### src/rtl/traffic_light_junction.sv
// traffic_light_junction: two-road junction controller with pedestrian walk insertion; define TL_FLASH_IDLE_EN for flashing-yellow idle
module traffic_light_junction #(
  parameter int CNT_W        = 8,
  parameter int GREEN_T      = 20,
  parameter int YELLOW_T     = 4,
  parameter int ALL_RED_T    = 2,
  parameter int WALK_T       = 10,
  parameter int FLASH_HALF_T = 5
) (
  input  logic       clk,
  input  logic       rst,
  input  logic       en,
  input  logic       ped_req,
  output logic [2:0] ns_light,
  output logic [2:0] ew_light,
  output logic       walk,
  output logic       ped_pending,
  output logic [2:0] phase
);
  localparam logic [2:0] IDLE = 3'd0, NS_G = 3'd1, NS_Y = 3'd2, AR1 = 3'd3,
                         EW_G = 3'd4, EW_Y = 3'd5, AR2 = 3'd6, WALK = 3'd7;
  if (GREEN_T < 1 || GREEN_T >= 2**CNT_W || YELLOW_T < 1 || YELLOW_T >= 2**CNT_W ||
      ALL_RED_T < 1 || ALL_RED_T >= 2**CNT_W || WALK_T < 1 || WALK_T >= 2**CNT_W ||
      FLASH_HALF_T < 1 || FLASH_HALF_T >= 2**CNT_W) begin : g_bad_len
    $error("traffic_light_junction: phase length outside 1..2^CNT_W-1");
  end
  logic [2:0] state, nxt;
  logic [CNT_W-1:0] cnt, last;
  logic next_ew, done, ped, idle_bits;
  logic [2:0] idle_light;
  assign last = (state == NS_G || state == EW_G) ? CNT_W'(GREEN_T - 1) :
                (state == NS_Y || state == EW_Y) ? CNT_W'(YELLOW_T - 1) :
                (state == AR1 || state == AR2) ? CNT_W'(ALL_RED_T - 1) : CNT_W'(WALK_T - 1);
  assign done = cnt == last;
  assign ped = ped_pending | ped_req;
  // next-state: en low always forces IDLE; all-red exits divert to WALK when a request is pending
  always_comb begin
    nxt = state;
    if (!en) nxt = IDLE;
    else case (state)
      IDLE: nxt = NS_G;
      NS_G: nxt = done ? NS_Y : NS_G;
      NS_Y: nxt = done ? AR1 : NS_Y;
      AR1:  nxt = done ? (ped ? WALK : EW_G) : AR1;
      EW_G: nxt = done ? EW_Y : EW_G;
      EW_Y: nxt = done ? AR2 : EW_Y;
      AR2:  nxt = done ? (ped ? WALK : NS_G) : AR2;
      WALK: nxt = done ? (next_ew ? EW_G : NS_G) : WALK;
      default: nxt = IDLE;
    endcase
  end
  // state, phase counter, pedestrian latch and walk-return direction
  always_ff @(posedge clk) begin
    if (rst) begin
      state <= IDLE;
      cnt <= '0;
      ped_pending <= 1'b0;
      next_ew <= 1'b0;
    end else begin
      state <= nxt;
      cnt <= (nxt != state || state == IDLE) ? '0 : cnt + 1'b1;
      ped_pending <= (nxt == WALK && state != WALK) ? 1'b0 : ped_pending | (ped_req && state != WALK);
      next_ew <= (state == AR1 && done) ? 1'b1 : (state == AR2 && done) ? 1'b0 : next_ew;
    end
  end
`ifdef TL_FLASH_IDLE_EN
  logic flash;
  logic [CNT_W-1:0] fcnt;
  // idle flash toggle, held clear whenever the junction is not resting in IDLE
  always_ff @(posedge clk) begin
    if (rst || state != IDLE || nxt != IDLE) begin
      flash <= 1'b0;
      fcnt <= '0;
    end else if (fcnt == CNT_W'(FLASH_HALF_T - 1)) begin
      flash <= ~flash;
      fcnt <= '0;
    end else fcnt <= fcnt + 1'b1;
  end
  assign idle_bits = flash;
  assign idle_light = {1'b0, flash, 1'b0};
`else
  assign idle_bits = 1'b0;
  assign idle_light = 3'b100;
`endif
  // Moore decode of the state register
  always_comb begin
    ns_light = state == NS_G ? 3'b001 : state == NS_Y ? 3'b010 : state == IDLE ? idle_light : 3'b100;
    ew_light = state == EW_G ? 3'b001 : state == EW_Y ? 3'b010 : state == IDLE ? idle_light : 3'b100;
    walk = state == WALK;
    phase = state;
  end
  logic unused_ok;
  assign unused_ok = idle_bits;
endmodule

### config.mk
export PLATFORM = sky130hd
export DESIGN_NAME = traffic_light_junction
export DESIGN_NICKNAME = d
export VERILOG_FILES = /design/src/rtl/traffic_light_junction.sv
export SDC_FILE = /design/constraint.sdc
export NUM_CORES = 1
export LEC_CHECK = 0
export ABC_AREA = 1
export CAP_MARGIN = 5
export CORE_UTILIZATION = 50
export CTS_CLUSTER_SIZE = 16
export DETAILED_ROUTE_END_ITERATION = 8
export HOLD_SLACK_MARGIN = 0.03
export PLACE_DENSITY = 0.76
export SETUP_SLACK_MARGIN = 0.02
export SYNTH_ARGS = -nofsm -noshare
export SYNTH_HDL_FRONTEND = slang
export SYNTH_SLANG_ARGS = --single-unit
### constraint.sdc
create_clock -name clk -period 3.75 [get_ports clk]
set_input_delay 0.375 -clock clk [delete_from_list [all_inputs] [get_ports clk]]
set_output_delay 0.375 -clock clk [all_outputs]
set_load 0.05 [all_outputs]
==> reports/metrics.yaml, run 1 <==
timing:
  finalCritPeriodShare_pct: 63.4
  fin_crit_ns: 2.38
  setup-tns-final_ns: 0
  tightest_slew_ns: 0.501
  holdWs_ns: 0.471
  rsz0062_at_grt: "no"
  hold_violations: 0
  setup_viol: 0
  fin_skew_ns: 0.00451
  fmax_mhz: 420
  slew_viol_final: 0
  relSlewSlack_pct: 66.5
floorplanning:
  die_area_sq_mm: 0.00200
  die_h_microns: 44.8
  num_rows: 15
  dieWidth_microns: 44.8
  pin_count: 15
  start_util_pct: 53.0
  core_sq_mm: 0.00173
synth:
  synth.cell_area_sq_um: 915
  synth_nets: 130
  yosysSeqAreaShare_pct: 28.5
  syn_inst: 125
  avgSynthCellArea_sq_um: 7.32
  ys_warn_count: 0
  ys_ff_latch: 13
  ys_types: 19
final_layout:
  utilization_pct: 64.4
  drive_gt1_share_pct: 20.3
  seqCellArea_sq_um: 260
  n_antenna_cell: 0
  syn_to_final_growth_pct: 21.6
  fillerInstances: 166
  multiInputGateArea_sq_um: 576
  fin_nets: 149
routing:
  via_per_inst: 4.79
  first_pass_iters: 4
  route.detailed.wl_per_inst_microns: 10.6
  drc_errors: 0
  via_count: 804
  first_iter_violations: 17
  drt_wl_total_microns: 1780
  antenna_left: 0
worst_hold_path:
  min_path_cells: 2
  hold_end: "next_ew$_SDFFE_PP0P_"
  hp-class: "reg2reg"
  min_from: "next_ew$_SDFFE_PP0P_"
clock_network:
  cts_tree: "built"
  h-tree-depth: 1
  cts_buffers: 3
  post_cts_buffers: 0
  cts.path.max_buffers: 2
  cts_hold_buffers: 0
  path_clk_slew_ns: 0.08
  worstSkewPairLatency_ns: 0.27
  cts.sinks: 13
  cts_resized: 0
  root_buffer: "clkbuf_4"
worst_setup_path:
  reg2reg_to: "cnt[7]$_SDFF_PP0_"
  max_stage_delay_ns: 0.81
  crit_arrival_ns: 2.00
  crit_chain: "nand3_1, inv_1, clkdlybuf4s50_1"
  slowest_stage: "clkdlybuf4s50_1"
  critical_path.endpoint_type: "output port"
  critPathTopFamily: "buffers and inverters"
  worst-path-buf-inv: 2
  cp.required_ns: 3.38
  crit_path_start_kind: "register"
  regToRegSetupSlack_ns: 1.68
  ff2ff_path_depth: 12
  r2r_start: "phase[0]$_SDFF_PP0_"
  path_max_fanout: 8
  path_class: "reg2out"
global_routing:
  antenna_found_initial: 0
  grt_util_met2_pct: 36.8
  top_usage_layer: "met2"
  grt_pass1_vias: 771
  grt_use_met3_pct: 3.60
  grt_start_max_net_pins: 9
  grt_util_met1_pct: 24.1
  grt-ovfl-total: 0
  grt_pass1_wl_microns: 3020
  grt_usage_pct: 21.0
place:
  place_congestion: 0.873
  io_buffers: 14
  dpl.hpwl_microns: 1420
power_and_ir_drop:
  p_leak_nw: 0.441
  p_sw_w: 0.0000815
  max-vdd-ir-drop_uv: 217
  powerDensity_mw_per_mm2: 251
  swShare_pct: 29.2
  power_frac_comb_pct: 18.1
  seqPwrFrac_pct: 51.0
  clkPwrFrac_pct: 30.9
  p_int_w: 0.000198
run:
  maxCapViolCount: 0
run_status:
  outcome: "finished clean"
[sequential cells by signal (all words and copies together), names as in the netlist]
| name | cells |
|---|---|
| phase | 3 |
| next_ew | 1 |
| ped_pending | 1 |
| cnt | 8 |
[synthesized netlist by cell type]
| cell type | number | area [sq um] |
|---|---|---|
| nor3_1 | 5 | 25.0 |
| nor2_1 | 10 | 37.5 |
| ha_1 | 1 | 12.5 |
| inv_2 | 2 | 7.51 |
| xnor2_1 | 1 | 8.76 |
| nand3_1 | 15 | 75.1 |
| inv_1 | 19 | 71.3 |
| nor3_2 | 8 | 80.1 |
| nor2_8 | 1 | 20.0 |
| o21ai_0 | 2 | 10.0 |
| a21oi_1 | 2 | 10.0 |
| nor2_4 | 1 | 11.3 |
| a211oi_1 | 1 | 7.51 |
| xor2_1 | 5 | 43.8 |
| nand3_2 | 8 | 80.1 |
| nand2_1 | 25 | 93.8 |
| nand2_2 | 4 | 25.0 |
| dfxtp_1 | 13 | 260 |
| nand3_4 | 2 | 35.0 |
[placed cells by master, fill, tap and decap left out, drive strengths merged]
cell type       n
a21oi           2
dfxtp          13
nor3           13
clkdlybuf4s50  14
o21ai           2
inv            21
nand2          29
nor2           12
a211oi          1
nand3          25
ha              1
xor2            5
clkbuf          4
xnor2           1
[worst max-delay path by stage]
| stage | start | to | slack, ns | depth (start not counted) |
|---|---|---|---|---|
| 2_1_floorplan | phase[0]$_SDFF_PP0_ | cnt[0]$_SDFF_PP0_ | 1.47 | 10 |
| 3_3_place_gp | phase[0]$_SDFF_PP0_ | walk | 1.74 | 3 |
| 3_5_place_dp | phase[0]$_SDFF_PP0_ | walk | 1.68 | 3 |
| 4_1_cts | phase[0]$_SDFF_PP0_ | walk | 1.36 | 3 |
| 5_1_grt | phase[0]$_SDFF_PP0_ | walk | 1.25 | 3 |
| 6_report | phase[0]$_SDFF_PP0_ | walk | 1.37 | 3 |
[power groups by stage]
stage               sequential [W]  combinational [W]   clock, W
CTS                       0.000142          0.0000510  0.0000922
finish                    0.000142          0.0000505  0.0000864
detailed placement        0.000146          0.0000510          0
global route              0.000143          0.0000551  0.0000990
global placement          0.000145          0.0000509          0
floorplan                 0.000150          0.0000317          0
[final cells by class]
cell class                      count  area share, %
Inverter                           21           7.09
Multi-Input combinational cell     91           51.7
Timing Repair Buffer               14           12.6
Tap cell                           25           2.81
Clock buffer                        4           2.36
Sequential cell                    13           23.4
[logic make-up (layout without fill, tap and decap cells)]
kind of cell / count (synthesis) / in the layout / synth area share [%]
flip-flops: 13 / 13 / 28.5
AND/OR/NAND/NOR: 79 / 79 / 52.8
buffers and inverters: 21 / 39 / 8.62
adder cells (fa/ha/maj): 1 / 1 / 1.37
XOR/XNOR: 6 / 6 / 5.75
AO/OA/AOI/OAI: 5 / 5 / 3.01
[routing by layer]
layer	part of all wire [%]	wire, microns
met3	1.9	33
met2	49	872
met1	46	820
met5	0	0
met4	2.7	48
[worst reg2reg max path: stages (launching register included)]
cell and delay (ns):
dfxtp_1 0.47, nand3_1 0.28, nand3_2 0.16, nand3_2 0.13
nor2_8 0.16, nand2_1 0.09, nand2_1 0.07, nand2_1 0.07
nand3_1 0.09, nand2_1 0.10, nand2_2 0.10, nand3_4 0.15
nor3_2 0.14
[per-stage QoR]
stage | instance area (sq um) | setup WS [ns] | std cells | power, W
floorplan | 915 | 1.47 | 125 | 0.000182
global placement | 1090 | 1.74 | 164 | 0.000196
detailed placement | 1090 | 1.68 | 164 | 0.000197
CTS | 1110 | 1.36 | 168 | 0.000286
global route | 1110 | 1.25 | 168 | 0.000297
finish | 1110 | 1.37 | 168 | 0.000279
Power figures use the tool's default switching activity.
==> inputs of run 2 (changes only) <==
CORE_UTILIZATION = 46   (was 50)
PLACE_DENSITY = 0.73   (was 0.76)
clock period = 2.1 ns   (was 3.75 ns; I/O delays follow)
==> run 2 against run 1 <==
Sequential power up 78%; sequential cell count unchanged; worst setup slack worse by 1.2 ns; clock power up 81%; sequential share of layout area down 0.17 points; critical path type is now reg2reg; largest cell class unchanged; largest power group unchanged.
==> reports/metrics.yaml, run 2 (synthesis results as in run 1) <==
timing:
  fin_skew_ns: 0.00629
  tightest_slew_ns: 0.507
  slew_viol_final: 0
  relSlewSlack_pct: 66.1
  finalCritPeriodShare_pct: 93.1
  fmax_mhz: 511
  setup-tns-final_ns: 0
  rsz0062_at_grt: "yes"
  setup_viol: 0
  fin_crit_ns: 1.96
  hold_violations: 0
  setup_slack_ns: 0.144
worst_setup_path:
  reg2reg_to: "cnt[2]$_SDFF_PP0_"
  regToRegSetupSlack_ns: 0.14
  critPathCapture: "cnt[2]$_SDFF_PP0_"
  r2r_start: "phase[1]$_SDFF_PP0_"
  timing.critical_path.from: "phase[1]$_SDFF_PP0_"
  crit_path_start_kind: "register"
  path_max_fanout: 8
  crit_arrival_ns: 2.12
  path_class: "reg2reg"
  cp.required_ns: 2.27
  critical_path.endpoint_type: "register"
  ff2ff_path_depth: 14
worst_hold_path:
  min_from: "next_ew$_SDFFE_PP0P_"
  hp-class: "reg2reg"
final_layout:
  fillerInstances: 165
  finalNonFillerCells: 171
  final_common_cell: "nand2_1"
  multiInputGateArea_sq_um: 583
  syn_to_final_growth_pct: 25.4
  fin_nets: 152
  drive_gt1_share_pct: 28.8
  fin_area_sq_mm: 0.00115
  largest_register: "cnt"
  utilization_pct: 63.7
  final_cell_mix: "25 x nand2_1, 18 x inv_1, 14 x nand3_1, 10 x dfxtp_1"
  largest_register_ffs: 8
  seqCellArea_sq_um: 267
  n_antenna_cell: 0
clock_network:
  cts.path.max_buffers: 2
  worstSkewPairLatency_ns: 0.28
  path_clk_slew_ns: 0.08
  root_buffer: "clkbuf_4"
  cts_buffers: 3
  cts.sinks: 13
  h-tree-depth: 1
  cts_tree: "built"
power_and_ir_drop:
  max-vdd-ir-drop_uv: 393
  p_leak_nw: 0.488
  powerDensity_mw_per_mm2: 435
routing:
  route.detailed.wl_per_inst_microns: 11.0
  antenna_left: 0
  via_count: 858
  via_per_inst: 5.02
  drc_errors: 0
  drt_wl_total_microns: 1880
  first_pass_iters: 4
  first_iter_violations: 24
floorplanning:
  die_h_microns: 46.6
  die_area_sq_mm: 0.00217
  core_sq_mm: 0.00180
  pin_count: 15
  start_util_pct: 50.8
  num_rows: 15
  dieWidth_microns: 46.6
global_routing:
  grt_pass1_wl_microns: 3170
  grt-ovfl-total: 0
  grt_start_max_net_pins: 9
  grt_pass1_vias: 760
  antenna_found_initial: 0
  grt_usage_pct: 20.9
place:
  place_inst: 166
  dpl.hpwl_microns: 1500
  io_buffers: 14
  place_area_sq_mm: 0.00110
  dpl_worst_slack_ns: 0.103
  place_congestion: 0.924
run_status:
  outcome: "finished clean"
run:
  maxCapViolCount: 0
## run 2: layout make-up
cell class                 instances  share of cell area [%]
multi-input combinational         91                    50.8
sequential                        13                    23.2
timing repair buffer              17                    13.7
inverter                          21                    7.20
tap                               25                    2.73
clock buffer                       4                    2.29
## run 2: worst min path at each step
stage	cells past startpoint	to	slack (ns)
3_5_place_dp	2	next_ew$_SDFFE_PP0P_	0.47
4_1_cts	2	next_ew$_SDFFE_PP0P_	0.48
3_3_place_gp	2	next_ew$_SDFFE_PP0P_	0.46
2_1_floorplan	1	phase[0]$_SDFF_PP0_	0.27
6_report	2	next_ew$_SDFFE_PP0P_	0.48
5_1_grt	2	next_ew$_SDFFE_PP0P_	0.52
## run 2: power by group
part | total [W] | switching, W | internal, W
Clock | 0.000156 | 0.0000818 | 0.0000738
Sequential | 0.000253 | 0.00000477 | 0.000249
Combinational | 0.0000906 | 0.0000607 | 0.0000299
## run 2: critical path, cell delays in order (launching register included)
cell and delay [ns]:
dfxtp_2 0.41, inv_1 0.11, nand3_1 0.15, nand2_1 0.08, nand2_1 0.07, nand2_2 0.06
nor2_4 0.18, buf_4 0.15, nand3_1 0.07, nand2_1 0.07, nand3_1 0.08, nand2_1 0.12
nand2_2 0.08, nand3_4 0.16, nor3_2 0.06
## run 2: repair_timing
action,CTS,global route
buffers inserted,0,1
resized for setup,0,5
hold buffers,0,0
endpoints found under the setup margin,0,11
## run 2: routing by layer
layer / vias up / routed length [microns] / GRT usage, %
met5: - / 0 / 0
met1: 373 / 920 / 29.9
li1: 449 / - / -
met2: 31 / 814 / 30.3
met4: 0 / 46 / 12.4
met3: 5 / 103 / 1.18
## run 2: through the flow
stage                     power (W)  hold slack, ns
after global placement     0.000350           0.461
after global routing       0.000525           0.521
after detailed placement   0.000350           0.469
after floorplan            0.000325           0.275
final                      0.000500           0.479
after CTS                  0.000509           0.480
